$ cat config.mk
export PLATFORM = sky130hd
export DESIGN_NAME = booth_sequencer
export DESIGN_NICKNAME = d
export VERILOG_FILES = /design/src/rtl/booth_sequencer.sv
export SDC_FILE = /design/constraint.sdc
export NUM_CORES = 1
export LEC_CHECK = 0
export ABC_AREA = 1
export CAP_MARGIN = 20
export CORE_MARGIN = 4
export CORE_UTILIZATION = 40
export CTS_CLUSTER_DIAMETER = 60
export CTS_CLUSTER_SIZE = 8
export DETAILED_ROUTE_END_ITERATION = 16
export HOLD_SLACK_MARGIN = 0.02
export PLACE_DENSITY_LB_ADDON = 0.1
export SETUP_SLACK_MARGIN = 0.1
export SLEW_MARGIN = 0
export SYNTH_ARGS = -nofsm -noshare
export SYNTH_HDL_FRONTEND = slang
export SYNTH_SLANG_ARGS = --single-unit
$ cat constraint.sdc
create_clock -name clk -period 10.42 [get_ports clk]
set_clock_uncertainty 0.1 [all_clocks]
set_input_delay 1.042 -clock clk [delete_from_list [all_inputs] [get_ports clk]]
set_output_delay 1.042 -clock clk [all_outputs]
set_load 0.05 [all_outputs]
$ cat src/rtl/booth_sequencer.sv
// Sequential radix-4 Booth multiplier: one Booth digit per cycle, N = WIDTH/2 iterations.
// Signed WIDTH x WIDTH -> 2*WIDTH product with abort and a one-cycle done pulse.
module booth_sequencer #(
    parameter int WIDTH = 16,
    localparam int N    = WIDTH / 2,
    localparam int SW   = (N > 1) ? $clog2(N) : 1,
    localparam int PW   = 2 * WIDTH
) (
    input  logic             clk,
    input  logic             reset,
    input  logic             start,
    input  logic             abort,
    input  logic [WIDTH-1:0] multiplicand,
    input  logic [WIDTH-1:0] multiplier,
    output logic             busy,
    output logic             done,
    output logic [PW-1:0]    product,
    output logic [2:0]       booth_sel,
    output logic [SW-1:0]    step
);

    typedef enum logic [1:0] {
        IDLE = 2'd0,
        RUN  = 2'd1,
        DONE = 2'd2
    } state_t;

    state_t           state_r;
    logic [WIDTH-1:0] a_r;
    logic [WIDTH-1:0] b_r;
    logic [PW-1:0]    acc_r;
    logic [PW-1:0]    product_r;
    logic [SW-1:0]    step_r;
    logic             busy_r;
    logic             done_r;

    logic [WIDTH:0]   b_ext_s;
    logic [2:0]       window_s;
    logic [2:0]       code_s;
    logic [PW-1:0]    a_ext_s;
    logic [PW-1:0]    pp_s;
    logic [PW-1:0]    acc_next_s;
    logic             last_step_s;

    function automatic logic [2:0] booth_code(input logic [2:0] win);
        logic [2:0] code;
        case (win)
            3'b000:  code = 3'd3;
            3'b001:  code = 3'd4;
            3'b010:  code = 3'd4;
            3'b011:  code = 3'd5;
            3'b100:  code = 3'd1;
            3'b101:  code = 3'd2;
            3'b110:  code = 3'd2;
            3'b111:  code = 3'd3;
            default: code = 3'd3;
        endcase
        return code;
    endfunction

    // Multiples are formed modulo 2^PW, so negation is a plain two's-complement subtract.
    function automatic logic [PW-1:0] booth_multiple(input logic [2:0] code, input logic [PW-1:0] a_ext);
        logic [PW-1:0] m;
        case (code)
            3'd1:    m = {PW{1'b0}} - (a_ext << 1);
            3'd2:    m = {PW{1'b0}} - a_ext;
            3'd4:    m = a_ext;
            3'd5:    m = a_ext << 1;
            default: m = {PW{1'b0}};
        endcase
        return m;
    endfunction

    // Booth window selection, partial product and next accumulator value.
    always_comb begin
        b_ext_s     = {b_r, 1'b0};
        window_s    = b_ext_s[{step_r, 1'b0} +: 3];
        code_s      = booth_code(window_s);
        a_ext_s     = {{WIDTH{a_r[WIDTH-1]}}, a_r};
        pp_s        = booth_multiple(code_s, a_ext_s) << {step_r, 1'b0};
        acc_next_s  = acc_r + pp_s;
        last_step_s = (step_r == SW'(N - 1));
        if (state_r == RUN) begin
            booth_sel = code_s;
        end else begin
            booth_sel = 3'd3;
        end
    end

    // Control FSM, accumulator and registered outputs.
    always_ff @(posedge clk or posedge reset) begin
        if (reset) begin
            state_r   <= IDLE;
            a_r       <= {WIDTH{1'b0}};
            b_r       <= {WIDTH{1'b0}};
            acc_r     <= {PW{1'b0}};
            product_r <= {PW{1'b0}};
            step_r    <= {SW{1'b0}};
            busy_r    <= 1'b0;
            done_r    <= 1'b0;
        end else begin
            case (state_r)
                IDLE: begin
                    done_r <= 1'b0;
                    if (start && !abort) begin
                        a_r     <= multiplicand;
                        b_r     <= multiplier;
                        acc_r   <= {PW{1'b0}};
                        step_r  <= {SW{1'b0}};
                        busy_r  <= 1'b1;
                        state_r <= RUN;
                    end else begin
                        state_r <= IDLE;
                    end
                end
                RUN: begin
                    if (abort) begin
                        step_r  <= {SW{1'b0}};
                        busy_r  <= 1'b0;
                        state_r <= IDLE;
                    end else if (last_step_s) begin
                        acc_r     <= acc_next_s;
                        product_r <= acc_next_s;
                        step_r    <= {SW{1'b0}};
                        busy_r    <= 1'b0;
                        done_r    <= 1'b1;
                        state_r   <= DONE;
                    end else begin
                        acc_r  <= acc_next_s;
                        step_r <= step_r + SW'(1);
                    end
                end
                DONE: begin
                    done_r  <= 1'b0;
                    state_r <= IDLE;
                end
                default: begin
                    busy_r  <= 1'b0;
                    done_r  <= 1'b0;
                    step_r  <= {SW{1'b0}};
                    state_r <= IDLE;
                end
            endcase
        end
    end

    assign busy    = busy_r;
    assign done    = done_r;
    assign product = product_r;
    assign step    = step_r;

endmodule

### After elaboration in Yosys (flattened, before gate mapping)

Memory sizes are Yosys's and may differ from the RTL's.
Cells that the tools add are included.

| storage, ports and cells | value |
|---|---|
| flip-flop bits (word level) | 103 |
| memories | 1 |
| memory bits (read-only) | 24 |
| word-level logic and storage cells | 58 |

| cells by class | value |
|---|---|
| muxes and demuxes | 20 |
| shift operators | 2 |
| bitwise gates (word level) | 2 |
| eq/ne operators | 11 |
| add/subtract/negate cells | 4 |
| reductions and logical operators | 10 |

Memories:

| name | words | width | rd ports | clocked after memory_dff | wr ports | RTL line | source |
|---|---|---|---|---|---|---|---|
| (no name shown) | 8 | 3 | 1 | 0 | 0 | 47 | `case (win)` |

Operators by type and width:

| kind | count |
|---|---|
| 32-bit one-hot mux with 4 select lines | 1 |
| 32-bit two-way mux | 2 |
| 32-bit one-hot mux with 2 select lines | 1 |
| 32-bit adder | 1 |
| 32-bit by 4-bit << shifter with 32-bit output | 1 |
| 1-bit by 17-bit subtractor with 18-bit output, first input constant | 1 |
| 17-bit by 5-bit variable part select with 3-bit output | 1 |
| 1-bit by 16-bit subtractor with 17-bit output, first input constant | 1 |
| 3-bit two-way mux | 4 |
| 3-bit equality test, second input constant | 3 |
| 3-bit one-hot mux with 3 select lines | 1 |
| 3-bit AND reduction | 3 |
| 1-bit two-way mux | 7 |
| 2-bit != test, second input constant | 3 |
| 2-bit AND reduction | 3 |
| 2-bit two-way mux | 2 |
| 2-bit one-hot mux with 2 select lines | 1 |
| 3-bit by 1-bit adder with 3-bit output, second input constant | 1 |
| 3-bit by 1-bit equality test with 1-bit output, second input constant | 1 |
| 3-bit by 2-bit equality test with 1-bit output, second input constant | 1 |
| 3-bit != test, second input constant | 1 |
| 1-bit one-hot mux with 3 select lines | 1 |
| 2-bit by 1-bit equality test with 1-bit output, second input constant | 1 |
| 2-bit equality test, second input constant | 1 |
| other kinds (5) | 6 |

### Longest topological paths before layout

Gate-level depths: netlist of run 1.
An unclocked memory read counts as a cell.

| logic depth | value |
|---|---|
| depth after elaboration | 8 |
| mapped depth | 33 |
| depth with buffers taken out | 31 |

### Worst setup path after synthesis of run 1

Ideal clock, no wire load.

| timing | value |
|---|---|
| kind | flip-flop to flip-flop |
| start | register step_r[0], in the netlist step[0] |
| end | register acc_r[27] |
| data arrival time | 4617 ps |
| cell stages (with the launch flop) | 27 |
| period minus slack after synthesis | 4835 ps |
| path buffers | 4 |
| data required time | 10202 ps |
| setup slack | 5585 ps |
| cell sequence | dfrtp_1 -> clkbuf_1 -> clkbuf_1 -> nor2_1 -> o21ai_0 -> o21ai_0 -> ha_1 -> inv_1 -> clkbuf_1 -> nand4_1 -> buf_2 -> o21ai_0 -> o21ai_1 -> nand3_1 -> nand3_1 -> nand2_1 -> ha_1 -> a21oi_1 -> nor2_1 -> nor2_1 -> o21ai_0 -> nand2_1 -> nand3_1 -> a21o_1 -> or2_2 -> nand3_1 -> nand2_1 |

| between the ends | value |
|---|---|
| longest elaborated chain between the ends | 8 |
| elaborated cells between the ends (all ways) | 11 |
| classes of those cells | add/sub: 1; eq/ne: 4; shift: 2; mux: 3; memory: 1 |

Ends and longest elaborated chain:

| item | RTL line | source |
|---|---|---|
| from (decl) | 33 | `logic [SW-1:0] step_r;` |
| from (signal assigned) | 98 | `step_r <= {SW{1'b0}};` |
| from (signal assigned) | 109 | `step_r <= {SW{1'b0}};` |
| from (signal assigned) | 118 | `step_r <= {SW{1'b0}};` |
| 17-bit by 5-bit variable part select with 3-bit output | 77 | `window_s = b_ext_s[{step_r, 1'b0} +: 3];` |
| memory read 8 x 3 bit | n/a |  |
| 3-bit equality test (tied with other cells) | 64 | `case (code)` |
| 32-bit one-hot mux with 4 select lines | 64 |  |
| 32-bit by 4-bit << shifter with 32-bit output * | 80 | `pp_s = booth_multiple(code_s, a_ext_s) << {step_r, 1'b0};` |
| 32-bit adder * | 81 | `acc_next_s = acc_r + pp_s;` |
| 32-bit two-way mux * | 117 | `if (abort) begin` |
| 32-bit one-hot mux with 2 select lines * | 102 | `case (state_r)` |
| to (signal assigned) | 108 | `acc_r <= {PW{1'b0}};` |
| to (signal assigned) | 122 | `acc_r <= acc_next_s;` |
| to (signal assigned) | 129 | `acc_r <= acc_next_s;` |
| to (decl) | 31 | `logic [PW-1:0] acc_r;` |

Every way passes the cells marked *; elsewhere a longest branch is shown, timed or not. The select of a mux whose other input is x is not followed.
A chain may end at the register's enable or synchronous reset.

### Worst setup path in the final report of run 1

| timing | value |
|---|---|
| start | register step_r[1], in the netlist step[1] |
| end | register product_r[18], in the netlist product[18] |

| between the ends | value |
|---|---|
| longest elaborated chain between the ends | 6 |
| elaborated cells between the ends (all ways) | 11 |
| classes of those cells | add/sub: 1; eq/ne: 5; shift: 2; mux: 1; reduce/logical: 1; memory: 1 |

Ends and longest elaborated chain:

| item | RTL line | source |
|---|---|---|
| 17-bit by 5-bit variable part select with 3-bit output | 77 |  |
| memory read 8 x 3 bit | n/a |  |
| 3-bit equality test (tied with other cells) | 64 |  |
| 32-bit one-hot mux with 4 select lines | 64 |  |
| 32-bit by 4-bit << shifter with 32-bit output | 80 |  |
| 32-bit adder | 81 |  |
| to (signal assigned) | 97 | `product_r <= {PW{1'b0}};` |
| to (signal assigned) | 123 | `product_r <= acc_next_s;` |
| to (decl) | 32 | `logic [PW-1:0] product_r;` |

Several ways; a longest one is shown, not always the timed one.

==> impl_metrics.sql, run 1 <==
INSERT INTO impl_metrics (metric_group, metric, value, unit) VALUES
('worst_setup_path', 'crit_path_frequent_cell', 'o21ai_0', ''),
('worst_setup_path', 'timing.critical_path.from', 'step[1]$_DFFE_PP0P_', ''),
('synthesis', 'ys_warnings', '0', ''),
('die', 'initial_core_util', '40.7', '%'),
('sta', 'fin_hold_ws', '0.373', 'ns'),
('job', 'maxCapViolations', '0', ''),
('cts', 'sinks_on_the_clock_net', '103', ''),
('finish', 'antenna_cells', '0', ''),
('power', 'worst_ir_drop_vdd', '0.142', 'mV'),
('placed_design', 'dpl_worst_slack', '3.94', 'ns'),
('synthesis', 'synth.cell_area', '7620', 'µm²'),
('worst_setup_path', 'crit-reg2reg-launch', 'step[1]$_DFFE_PP0P_', ''),
('cts', 'clock_latency', '0.36', 'ns'),
('worst_setup_path', 'ff2ff_path_depth', '23', ''),
('finish', 'post_route_cells_drive_above_1_share', '4.08', '%'),
('worst_setup_path', 'cp-end-kind', 'flip-flop', ''),
('placed_design', 'hpwlAfterDp', '16800', 'µm'),
('global_route', 'grt_antenna_before_repair', '0', ''),
('worst_setup_path', 'critical_path.slowest_cell', 'nand4_1', ''),
('finish', 'n_fill_cell', '1957', ''),
('status', 'outcome', 'finished, final reports clean', ''),
('worst_setup_path', 'worst_path_dominant_cell_family', 'compound AO/OA/AOI/OAI gates', ''),
('drt', 'dr_total_vias', '7605', ''),
('drt', 'drt_drc_violations_left', '0', ''),
('finish', 'final_cell_area', '8830', 'µm²'),
('cts', 'holdBufCountCts', '0', ''),
('worst_setup_path', 'critical_path_depth', '23', ''),
('die', 'floorplan.die.width', '146', 'µm'),
('cts', 'cts.path.max_buffers', '2', ''),
('worst_setup_path', 'cp_cell_sequence', 'buf_4, inv_2, o21ai_0, o22ai_1, o21ai_0, ha_1, inv_1, nand4_1, o21ai_1, o21ai_1, nand3_1, nand2_1, nor2_1, ha_1, inv_1, o21bai_1, a21oi_1, o21ai_0, a21oi_1, o21ai_0, or2_2, nand3_1, nand2_1', ''),
('die', 'core-area', '18700', 'µm²'),
('finish', 'layout_commonest_cell', 'nand2_1', ''),
('placed_design', 'portBuffers', '75', ''),
('worst_setup_path', 'worst-path-max-fanout', '32', ''),
('die', 'io_pins', '76', ''),
('finish', 'signed_area_change_from_the_synthesized_netlist_to_the_final_layout', '15.9', '%'),
('cts', 'post_cts_setup_buffers', '0', ''),
('hold_path', 'min_path_type', 'reg2reg', ''),
('global_route', 'largest_net_degree_at_the_start_of_global_routing', '61', ''),
('placed_design', 'place_area', '8520', 'µm²'),
('sta', 'slew_violations', '0', ''),
('synthesis', 'count_of_flip_flops_with_a_built_in_enable_after_synthesis', '0', ''),
('synthesis', 'avgSynthCellArea', '6.65', 'µm²'),
('placed_design', 'routability_congestion', '0.942', ''),
('sta', 'worst_slack', '4.58', 'ns'),
('finish', 'most-common-layout-cells', '376 x nand2_1, 132 x nand3_1, 105 x inv_1', ''),
('sta', 'final-hold-violation-count', '0', ''),
('global_route', 'grt_util_all_layers', '20.7', '%'),
('global_route', 'grt_first_pass_wirelength', '36800', 'µm'),
('worst_setup_path', 'critical-path-max-stage-delay', '0.57', 'ns'),
('power', 'cellPowerDensity', '315', 'nW/µm²'),
('synthesis', 'mappedNetlistNets', '1220', ''),
('sta', 'setup_repair_after_global_routing_missed_its_margin', 'false', ''),
('sta', 'layout_worst_path_cycle_share', '56.0', '%'),
('synthesis', 'synth_flop_cell', 'dfrtp_1', ''),
('drt', 'postRouteAntennaNets', '0', ''),
('synthesis', 'postSynthRegisterBits', '103', ''),
('die', 'die_height', '146', 'µm'),
('sta', 'slew-limit-headroom', '44.4', '%'),
('sta', 'achievable-frequency', '0.171', 'GHz'),
('synthesis', 'seq_area_frac_synth', '33.8', '%'),
('finish', 'regArea', '2580', 'µm²'),
('sta', 'tightest_slew', '0.834', 'ns'),
('drt', 'first_iter_violations', '794', ''),
('worst_setup_path', 'cp_data_required_time', '10.57', 'ns'),
('finish', 'layout.nets', '1270', ''),
('worst_setup_path', 'crit_path_start_kind', 'flip-flop', ''),
('cts', 'postCtsResizedCells', '0', ''),
('cts', 'cts_bufs_inserted', '9', ''),
('worst_setup_path', 'crit-reg2reg-capture', 'product[18]$_DFFE_PP0P_', ''),
('synthesis', 'ys_types', '42', '');
worst min-delay path by stage:
stage                                   from                 end  slack [ns]  depth (start not counted)
after detailed placement  b_r[2]$_DFFE_PP0P_  b_r[2]$_DFFE_PP0P_        0.36                          2
after global placement    b_r[2]$_DFFE_PP0P_  b_r[2]$_DFFE_PP0P_        0.36                          2
after floorplan           b_r[4]$_DFFE_PP0P_  b_r[4]$_DFFE_PP0P_        0.34                          2
after global routing      b_r[2]$_DFFE_PP0P_  b_r[2]$_DFFE_PP0P_        0.40                          2
final                     b_r[2]$_DFFE_PP0P_  b_r[2]$_DFFE_PP0P_        0.37                          2
after CTS                 b_r[2]$_DFFE_PP0P_  b_r[2]$_DFFE_PP0P_        0.38                          2
state kept, by name, indices dropped and copies added (netlist names):
register  count
step          3
a_r          16
state_r       2
b_r          16
done          1
busy          1
product      32
acc_r        32
tightest hold or removal path, delay by kind of cell (launching register included):
family,cells,cell delay (ns)
flip-flops,1,0.35
AND/OR/NAND/NOR,2,0.09
synthesized netlist by cell type (2+ instances only):
cell	instances	area, µm²
a32o_1	3	30.0
nand4_1	31	194
dfrtp_1	103	2580
xor2_1	20	175
nor2_2	3	18.8
ha_1	36	450
a31oi_1	4	25.0
or3_1	2	12.5
a21oi_1	38	190
o21bai_1	6	45.0
nand2_2	2	12.5
or2_2	5	31.3
nor2_1	81	304
buf_1	6	22.5
nand3_2	3	30.0
a221oi_1	2	17.5
nand2_1	376	1410
buf_2	5	25.0
o211ai_1	2	15.0
nand3b_1	2	15.0
nor3_1	12	60.1
xnor2_1	2	17.5
o21ai_0	94	470
and2_1	2	12.5
nand3_1	132	661
buf_6	4	45.0
o21ai_1	19	95.1
inv_1	106	398
a21o_1	2	15.0
nor2_4	2	22.5
clkbuf_1	26	97.6
inv_2	6	22.5
stage by stage:
stage / power [mW] / utilization [%] / instances
after global routing: 3.06 / 47.2 / 1436
after global placement: 2.44 / 45.5 / 1419
after detailed placement: 2.44 / 45.5 / 1419
after CTS: 2.79 / 47.1 / 1435
final: 2.78 / 47.2 / 1436
after floorplan: 1.97 / - / 1147
metal layers:
layer / GRT usage, % / routed length (µm) / vias to the layer above
met5: 0 / 0 / -
met4: 6.59 / 522 / 0
met3: 2.79 / 1110 / 41
met2: 31.7 / 9250 / 229
met1: 30.5 / 11000 / 3463
li1: - / - / 3872
logic make-up (layout without fill, tap and decap cells):
logic type / count (synthesis) / in the layout / share of synthesized area [%]
xor gates and xnor gates: 22 / 22 / 2.53
AOI/OAI and AO/OA: 173 / 173 / 12.2
DFF: 103 / 103 / 33.8
and+or+nand+nor: 657 / 657 / 37.1
adders and majority gates: 37 / 37 / 6.17
buffers and inverters: 155 / 210 / 8.16
power by group:
| part | switching [mW] | leakage, nW | internal (mW) |
|---|---|---|---|
| registers | 0.0955 | 1.33 | 0.533 |
| logic | 1.23 | 2.91 | 0.585 |
| clock network | 0.170 | 0.136 | 0.166 |
area by class of cell:
class                           count  share of cell area, %
Clock buffer                       10                   2.59
Multi-Input combinational cell    889                   50.2
Tap cell                          234                   3.31
Timing Repair Buffer               81                   9.24
Sequential cell                   103                   29.2
Inverter                          113                   4.83
Clock inverter                      6                  0.666
Power figures use the tool's default switching activity.
==> inputs of run 2 (changes only) <==
Clock period 10.42 ns to 5.35 ns, I/O delays scaled along.
==> impl_metrics.sql, run 2 (synthesized netlist as in run 1, its figures left out) <==
INSERT INTO impl_metrics (metric_group, metric, value, unit) VALUES
('global_route', 'grt_use_met1', '30.3', '%'),
('global_route', 'gr-usage-met2', '34.1', '%'),
('global_route', 'largest_net_degree_at_the_start_of_global_routing', '67', ''),
('power', 'cellPowerDensity', '612', 'nW/µm²'),
('cts', 'cts.clk_slew.worst_paths', '0.08', 'ns'),
('cts', 'cts_tree', 'built', ''),
('cts', 'htreeDepth', '3', ''),
('worst_setup_path', 'critical_path.slowest_cell', 'dfrtp_2', ''),
('global_route', 'grt_util_all_layers', '21.3', '%'),
('hold_path', 'hold_depth', '2', ''),
('worst_setup_path', 'ff2ff_path_depth', '27', ''),
('placed_design', 'portBuffers', '75', ''),
('worst_setup_path', 'timing.setup.critical_path_class', 'reg2reg', ''),
('sta', 'slew-limit-headroom', '44.3', '%'),
('finish', 'layout_commonest_cell', 'nand2_1', ''),
('finish', 'layout.nets', '1279', ''),
('die', 'fp.dieArea', '21300', 'µm²'),
('power', 'swShare', '53.5', '%'),
('sta', 'tightest_slew', '0.835', 'ns'),
('die', 'initial_core_util', '40.7', '%'),
('worst_setup_path', 'crit_path_frequent_cell', 'nand2_1', ''),
('power', 'clock_power_share', '12.3', '%'),
('finish', 'final_core_utilization', '47.6', '%'),
('sta', 'worst_slack', '0.598', 'ns'),
('global_route', 'grt.busiest_layer', 'met2', ''),
('drt', 'first_pass_iters', '5', ''),
('job', 'maxCapViolations', '0', ''),
('drt', 'dr_total_vias', '7552', ''),
('sta', 'achievable-frequency', '0.210', 'GHz'),
('power', 'seqPwrFrac', '22.4', '%'),
('global_route', 'grt_first_pass_wirelength', '37300', 'µm'),
('worst_setup_path', 'critical-path-max-stage-delay', '0.46', 'ns'),
('power', 'power.share.combinational', '65.3', '%'),
('drt', 'first_iter_violations', '562', ''),
('worst_setup_path', 'critical_path_depth', '27', ''),
('finish', 'most-common-layout-cells', '376 x nand2_1, 132 x nand3_1, 105 x inv_1', ''),
('drt', 'avgRoutedWirePerCell', '15.2', 'µm'),
('sta', 'min_period', '4.75', 'ns'),
('sta', 'layout_worst_path_cycle_share', '88.8', '%'),
('global_route', 'grt_met3_usage', '3.17', '%'),
('finish', 'multi_input_combinational_cell_area', '4440', 'µm²'),
('finish', 'regArea', '2580', 'µm²'),
('power', 'power.switching', '2.92', 'mW'),
('worst_setup_path', 'cp_data_required_time', '5.51', 'ns'),
('power', 'worst_ir_drop_vdd', '0.292', 'mV'),
('global_route', 'grt_antenna_before_repair', '0', ''),
('worst_setup_path', 'cp-end-kind', 'flip-flop', ''),
('worst_setup_path', 'critical_path_buf_inv_count', '6', ''),
('cts', 'cts_bufs_inserted', '9', ''),
('cts', 'clock_latency', '0.36', 'ns'),
('worst_setup_path', 'worst-path-max-fanout', '18', ''),
('die', 'floorplan.die.width', '146', 'µm'),
('drt', 'post_drt_via_cell_ratio', '5.23', ''),
('power', 'internal_power', '2.54', 'mW'),
('sta', 'final-setup-viol-count', '0', ''),
('global_route', 'grt_remaining_overflow', '0', ''),
('cts', 'sinks_on_the_clock_net', '103', ''),
('global_route', 'number_of_global_route_vias_before_repair', '7309', ''),
('worst_setup_path', 'crit_path_start_kind', 'flip-flop', ''),
('cts', 'clockRootBuffer', 'clkbuf_16', ''),
('finish', 'signed_area_change_from_the_synthesized_netlist_to_the_final_layout', '16.9', '%'),
('status', 'outcome', 'finished, final reports clean', ''),
('die', 'core-area', '18700', 'µm²'),
('sta', 'final-hold-violation-count', '0', ''),
('hold_path', 'min_path_type', 'reg2reg', ''),
('finish', 'antenna_cells', '0', ''),
('sta', 'slew_violations', '0', ''),
('drt', 'drt_wl_total', '21900', 'µm'),
('worst_setup_path', 'arrival', '4.91', 'ns'),
('placed_design', 'dpl_worst_slack', '0.426', 'ns'),
('cts', 'cts.path.max_buffers', '2', ''),
('power', 'leakage', '4.42', 'nW'),
('finish', 'post_route_cells_drive_above_1_share', '4.95', '%'),
('finish', 'n_fill_cell', '1957', ''),
('sta', 'setup_repair_after_global_routing_missed_its_margin', 'false', ''),
('placed_design', 'hpwlAfterDp', '16900', 'µm'),
('die', 'io_pins', '76', ''),
('sta', 'totalNegativeSetupSlack', '0', 'ns'),
('placed_design', 'routability_congestion', '0.962', ''),
('die', 'rows', '50', ''),
('die', 'die_height', '146', 'µm'),
('drt', 'drt_drc_violations_left', '0', ''),
('drt', 'postRouteAntennaNets', '0', ''),
('worst_setup_path', 'worst_path_dominant_cell_family', 'simple AND/OR/NAND/NOR gates', '');
## run 2: path summary, 6_finish.rpt
path	from	endpoint	slack (ns)
setup reg to reg	step[0]$_DFFE_PP0P_	product[26]$_DFFE_PP0P_	0.60
min in group asynchronous	reset	state_r[0]$_DFFE_PP0P_	0.57
max in group asynchronous	reset	step[0]$_DFFE_PP0P_	3.57
setup / recovery	step[0]$_DFFE_PP0P_	product[26]$_DFFE_PP0P_	0.60
hold reg to reg	b_r[15]$_DFFE_PP0P_	b_r[15]$_DFFE_PP0P_	0.38
hold / removal	b_r[15]$_DFFE_PP0P_	b_r[15]$_DFFE_PP0P_	0.38
## run 2: tightest hold or removal path, cell delays in order, from the launching register on
cell and delay, ns:
dfrtp_1 0.35, nand2_1 0.06, nand2_1 0.05
## run 2: metrics by stage
step	power, mW	area, µm²	hold WS [ns]	instances
2_1_floorplan	3.84	7620	0.337	1147
3_3_place_gp	4.76	8580	0.361	1426
3_5_place_dp	4.77	8580	0.361	1426
4_1_cts	5.46	8870	0.381	1442
5_1_grt	6.01	8910	0.409	1445
6_report	5.45	8910	0.381	1445
## run 2: final cells by class
class | instances | share of cell area (%)
clock buffers | 9 | 2.53
clock inverters | 7 | 0.744
inverters | 113 | 4.79
multi-input cells | 889 | 49.9
flip-flops and latches | 103 | 28.9
well taps | 234 | 3.29
repair buffers | 90 | 9.83
## run 2: power groups by stage
stage          Combinational, mW  Clock [mW]  Sequential (mW)
3_5_place_dp                3.54           0             1.24
3_3_place_gp                3.52           0             1.24
6_report                    3.56       0.668             1.22
5_1_grt                     4.03       0.719             1.26
4_1_cts                     3.55       0.688             1.23
2_1_floorplan               2.29           0             1.55
## run 2: what timing repair did
action / CTS / global route
buffers inserted: 0 / 3
gates resized for setup: 0 / 3
hold buffers: 0 / 0
endpoints found under the setup margin: 0 / 31
## run 2: layer usage
layer | part of all wire, % | vias up | wire [µm]
li1 | - | 3895 | -
met3 | 3.7 | 29 | 820
met1 | 50 | 3452 | 11100
met4 | 1.8 | 0 | 388
met2 | 44 | 176 | 9680
met5 | 0 | - | 0
==> inputs of run 3 (changes only) <==
Settings changed: SLEW_MARGIN 0 to default.
==> results of run 3 <==
Same layout as run 2: the final DEF is identical, and so are final timing and power.
